[src/rtl/mux_select_arbiter_4ch_if.sv]
// Request/grant bundle between four sources and the 4:1 mux select arbiter.
// Optional feature macro: MUX_ARB_LOCK_EN adds the lock input.
interface mux_select_arbiter_4ch_if;
    logic [3:0] request;
    logic [1:0] select;
    logic [3:0] grant;
    logic       active;
`ifdef MUX_ARB_LOCK_EN
    logic       lock;
`endif

    // Arbiter side: consumes requests, drives the mux select and grants.
    modport arb (
        input  request,
`ifdef MUX_ARB_LOCK_EN
        input  lock,
`endif
        output select,
        output grant,
        output active
    );

    // Requester side.
    modport master (
        output request,
`ifdef MUX_ARB_LOCK_EN
        output lock,
`endif
        input  select,
        input  grant,
        input  active
    );
endinterface

[src/rtl/mux_select_arbiter_4ch.sv]
// Round-robin arbiter driving the select of a 24-bit 4:1 data mux.
// Each winner holds the path for up to BURST_LEN cycles, followed by a one-cycle
// bubble. All outputs are registered so select only moves at grant boundaries.
// Optional feature macro: MUX_ARB_LOCK_EN (lock suppresses the burst limit).
module mux_select_arbiter_4ch #(
    parameter int unsigned BURST_LEN = 4,
    parameter int unsigned CNT_W     = 3
) (
    input  logic                     clk,
    input  logic                     rst,
    mux_select_arbiter_4ch_if.arb    bus
);

    typedef enum logic {StIdle, StBusy} state_e;

    localparam logic [CNT_W-1:0] CountMax = CNT_W'(BURST_LEN - 1);

    state_e             state_q, state_d;
    logic [CNT_W-1:0]   count_q, count_d;
    logic [1:0]         last_sel_q, last_sel_d;
    logic [1:0]         select_q, select_d;
    logic [3:0]         grant_q, grant_d;
    logic               active_q, active_d;

    logic [1:0]         winner;
    logic [1:0]         cand;
    logic               found;
    logic               limit_hit;

    // Rotating-priority search starting just after the last winner.
    always_comb begin
        found  = 1'b0;
        winner = 2'b00;
        cand   = 2'b00;
        for (int k = 1; k <= 4; k++) begin
            cand = last_sel_q + 2'(k);
            if (!found && bus.request[cand]) begin
                found  = 1'b1;
                winner = cand;
            end
        end
    end

    // Burst limit reached; a held lock defers it until the request drops.
    always_comb begin
`ifdef MUX_ARB_LOCK_EN
        limit_hit = (count_q == CountMax) && !bus.lock;
`else
        limit_hit = (count_q == CountMax);
`endif
    end

    // Next-state and registered-output computation.
    always_comb begin
        state_d    = state_q;
        count_d    = count_q;
        last_sel_d = last_sel_q;
        select_d   = select_q;
        grant_d    = grant_q;
        active_d   = active_q;
        unique case (state_q)
            StIdle: begin
                grant_d  = 4'b0000;
                active_d = 1'b0;
                if (found) begin
                    select_d   = winner;
                    grant_d    = 4'b0001 << winner;
                    active_d   = 1'b1;
                    count_d    = '0;
                    last_sel_d = winner;
                    state_d    = StBusy;
                end
            end
            StBusy: begin
                if (!bus.request[select_q] || limit_hit) begin
                    // Select is left alone so the mux output does not move on release.
                    grant_d  = 4'b0000;
                    active_d = 1'b0;
                    state_d  = StIdle;
                end else if (count_q != CountMax) begin
                    // Saturates here only while locked.
                    count_d = count_q + 1'b1;
                end
            end
            default: state_d = StIdle;
        endcase
    end

    // State register with synchronous reset; last_sel resets to 3 so source 0 wins first.
    always_ff @(posedge clk) begin
        if (rst) begin
            state_q    <= StIdle;
            count_q    <= '0;
            last_sel_q <= 2'b11;
            select_q   <= 2'b00;
            grant_q    <= 4'b0000;
            active_q   <= 1'b0;
        end else begin
            state_q    <= state_d;
            count_q    <= count_d;
            last_sel_q <= last_sel_d;
            select_q   <= select_d;
            grant_q    <= grant_d;
            active_q   <= active_d;
        end
    end

    assign bus.select = select_q;
    assign bus.grant  = grant_q;
    assign bus.active = active_q;

endmodule
[src/flat_wrapper.sv]
// flat-port wrapper written by rule: the top's interface ports become plain ports
module mux_select_arbiter_4ch_flat 
#(
    parameter int unsigned BURST_LEN = 4,
    parameter int unsigned CNT_W     = 3
)
  (clk, rst, bus_request, bus_select, bus_grant, bus_active);
  mux_select_arbiter_4ch_if bus_i ();
  input  logic clk;
  input  logic rst;
  input wire logic [$bits(bus_i.request)-1:0] bus_request;
  output wire logic [$bits(bus_i.select)-1:0] bus_select;
  output wire logic [$bits(bus_i.grant)-1:0] bus_grant;
  output wire logic [$bits(bus_i.active)-1:0] bus_active;
  assign bus_i.request = bus_request;
  assign bus_select = bus_i.select;
  assign bus_grant = bus_i.grant;
  assign bus_active = bus_i.active;
  mux_select_arbiter_4ch #(.BURST_LEN(BURST_LEN), .CNT_W(CNT_W)) u_core (.clk(clk), .rst(rst), .bus(bus_i));
endmodule
[config.mk]
export PLATFORM = sky130hd
export DESIGN_NAME = mux_select_arbiter_4ch_flat
export DESIGN_NICKNAME = d
export VERILOG_FILES = /design/src/rtl/mux_select_arbiter_4ch_if.sv /design/src/rtl/mux_select_arbiter_4ch.sv /design/src/flat_wrapper.sv
export SDC_FILE = /design/constraint.sdc
export NUM_CORES = 1
export LEC_CHECK = 0
export BUFFER_PORTS_ARGS = -buffer_cell sky130_fd_sc_hd__buf_2
export CAP_MARGIN = 40
export CORE_AREA = 2 2 39 41
export CTS_BUF_LIST = sky130_fd_sc_hd__clkbuf_4 sky130_fd_sc_hd__clkbuf_8
export DETAILED_ROUTE_END_ITERATION = 10
export DIE_AREA = 0 0 41 43
export GPL_ROUTABILITY_DRIVEN = 0
export GPL_TIMING_DRIVEN = 0
export PLACE_DENSITY = 0.71
export SLEW_MARGIN = 5
export SYNTH_ARGS = -nofsm -noshare
export SYNTH_HDL_FRONTEND = slang
export SYNTH_SLANG_ARGS = --single-unit
[constraint.sdc]
create_clock -name clk -period 1.7 [get_ports clk]
set_clock_uncertainty 0.05 [all_clocks]
set_input_delay 0.34 -clock clk [delete_from_list [all_inputs] [get_ports clk]]
set_output_delay 0.34 -clock clk [all_outputs]
set_load 0.005 [all_outputs]
==> flow_summary.json <==
{
  "run_status": "finished clean",
  "timing.max_cap.violations": 0,
  "boundaryPins": 13,
  "finalCriticalPeriod_ns": 1.64,
  "report.final.setup_viol": 0,
  "detail_route.wirelength_microns": 1360,
  "grt_busiest_layer": "met2",
  "grt_start_max_net_pins": 11,
  "period_utilisation_layout_pct": 96.6,
  "fmaxAchievable_ghz": 0.609,
  "final_net_count": 97,
  "cts_tree": "yes",
  "clkLatencyLatePin_ns": 0.28,
  "synth.yosys.warnings": 0,
  "drt_iter0_markers": 3,
  "core_region_area_sq_um": 1380,
  "clock_tree.htree_level_count": 1,
  "detailedPlacementHpwl_microns": 1010,
  "seq_power_share_pct": 49.3,
  "cts.sink_count": 13,
  "grt_util_met2_pct": 25.9,
  "netlist_instances": 72,
  "starting_utilization_of_the_core_area_pct": 46.0,
  "floorplan.die_area_sq_um": 1760,
  "fin_area_sq_um": 759,
  "first_global_vias": 486,
  "synth_seq_area_share_pct": 40.9,
  "n_fill_cell": 128,
  "layout-drive-gt1-share_pct": 25.0,
  "grt_setup_unrepaired": "no",
  "cell_with_the_most_instances_after_synthesis": "dfxtp_1",
  "number_of_buffers_inserted_during_clock_tree_synthesis": 3,
  "max_slew_margin_pct": 66.2,
  "synth_enable_flop_cells": 0,
  "x_dimension_of_the_die_microns": 41,
  "synth_commonest_cells": "13 x dfxtp_1, 7 x nand2b_1, 6 x a21oi_1, 5 x inv_1, 5 x nor2_1",
  "globalRouteTotalUtil_pct": 17.0,
  "tns_ns": 0,
  "total_power_uw": 721,
  "routed_via_density": 5.55,
  "crit_required_ns": 1.83,
  "detailedRoute.firstPassIterationCount": 2,
  "yosys_register_bits": 13,
  "ctsRootBufferMaster": "clkbuf_4",
  "vias": 577,
  "global_route.usage.met1_pct": 19.2,
  "port-buffer-count": 11,
  "synthFlopType": "dfxtp_1",
  "stdcell_count": 104,
  "rows": 14,
  "irDropWorstVdd_mv": 0.409,
  "crit_type": "reg2reg",
  "worst_setup_path_end_kind": "register",
  "syn2layout_area_growth_pct": 19.3,
  "sw_frac_of_total_pct": 29.5,
  "height_of_the_die_microns": 43,
  "synthesis.nets": 80,
  "critical_path_peak_fanout": 8,
  "p_leak_uw": 0.000315,
  "antenna_found_initial": 0,
  "critical_path.startpoint_type": "register",
  "synthTopCellsByArea": "dfxtp_1 41%, nand2b_1 6.9%, o32ai_1 5.5%, a21oi_1 4.7%, ha_1 3.9%",
  "wire_length_of_the_first_global_routing_pass_microns": 1950,
  "cts.path.max_buffers": 2,
  "post-route-util_pct": 54.9,
  "mappedNetlistArea_sq_um": 637,
  "remaining_drc_errors": 0,
  "postSynth.asyncResetShare_pct": 0,
  "post-place-cells": 99,
  "clock_power_share_pct": 29.4,
  "power_switching_uw": 212,
  "internal_power_uw": 508,
  "cts_clk_pin_slew_worst_paths_ns": 0.08,
  "placed_area_sq_um": 712,
  "cp_data_arrival_time_ns": 1.77,
  "diodes": 0,
  "multi_input_comb_area_sq_um": 359,
  "post-synth-top-area-cell": "dfxtp_1",
  "post-synth-top-area-fraction_pct": 40.9,
  "finalHoldViolations": 0,
  "power-per-cell-area_nw_per_um2": 949,
  "syn_avg_cell_area_sq_um": 8.85,
  "ff_latch_area_sq_um": 262,
  "grt_util_met3_pct": 3.14,
  "holdCritPathClass": "reg2reg",
  "slew_viol_final": 0,
  "netlist-cell-type-count": 29,
  "globalRouteOverflowTotal": 0,
  "routedWlPerCell_microns": 13.1,
  "comb_power_share_pct": 21.3,
  "antenna_left": 0,
  "worst_slew_pin_slew_ns": 0.502
}
-- through the flow --
stage          hold WS (ns)  worst slack [ns]
6_report              0.414            0.0580
5_1_grt               0.457           0.00548
4_1_cts               0.418            0.0285
3_5_place_dp          0.407            0.0462
3_3_place_gp          0.405            0.0707
2_1_floorplan         0.414             0.166
-- area by class of cell --
class / instances / area share, %
multi-input combinational: 52 / 47.3
tap: 16 / 2.64
buffer: 2 / 0.988
timing repair buffer: 12 / 8.24
inverter: 5 / 2.47
clock buffer: 4 / 3.95
sequential: 13 / 34.4
-- cells in the final DEF, fill, tap and decap left out, types with 2 or more instances in the layout --
master     n
nor2_1     5
nand2b_1   7
clkbuf_4   4
a21oi_1    6
nor3_1     4
inv_1      5
o32ai_1    4
buf_2     11
mux2i_1    2
nor3b_1    2
nand2_1    4
dfxtp_1   12
ha_1       2
-- registers in the layout, summed over array words and instances, names as in the netlist --
name,flops
u_core.bus.grant,4
u_core.bus.active,1
u_core.count_q,3
u_core.last_sel_q,2
u_core.bus.select,2
u_core.state_q,1
-- kinds of logic (layout without fill, tap and decap cells) --
group           after synthesis  count (layout)  share of synthesized area, %
buf+inv                       7              23                          4.12
fa+ha+maj                     2               2                          3.93
mux                           3               3                          4.91
flops                        13              13                          40.9
compound gates               17              17                          19.6
simple gates                 30              30                          26.5
-- per-layer routing --
metal	share of wire, %	vias to the layer above
li1	-	291
met1	45	271
met2	47	10
met3	3.7	5
met4	3.4	0
met5	0	-
-- final timing paths --
check                                 startpoint                        endpoint  slack (ns)  depth (start not counted)
setup / recovery  u_core.count_q[0]$_SDFFE_PP0P_  u_core.count_q[0]$_SDFFE_PP0P_        0.06                          6
hold / removal    u_core.bus.active$_SDFFE_PP0P_  u_core.bus.active$_SDFFE_PP0P_        0.41                          2
setup reg to reg  u_core.count_q[0]$_SDFFE_PP0P_  u_core.count_q[0]$_SDFFE_PP0P_        0.06                          6
hold reg to reg   u_core.bus.active$_SDFFE_PP0P_  u_core.bus.active$_SDFFE_PP0P_        0.41                          2
-- power by group through the flow --
stage / registers, uW / clock network, uW / logic, uW
finish: 355 / 212 / 154
global route: 361 / 225 / 167
CTS: 354 / 218 / 143
detailed placement: 362 / 0 / 143
global placement: 360 / 0 / 138
floorplan: 360 / 0 / 93.8
-- repair_timing --
item | CTS | global route
resized for setup | 0 | 3
endpoints found under the setup margin | 0 | 2
setup buffers | 0 | 1
hold buffers | 0 | 0
-- worst max-delay path: stages (launching register included) --
cell	delay, ns
dfxtp_2	0.33
ha_1	0.19
ha_1	0.17
nand2b_1	0.14
a21oi_2	0.21
nand2_4	0.13
mux2_4	0.31
Power figures use the tool's default switching activity.
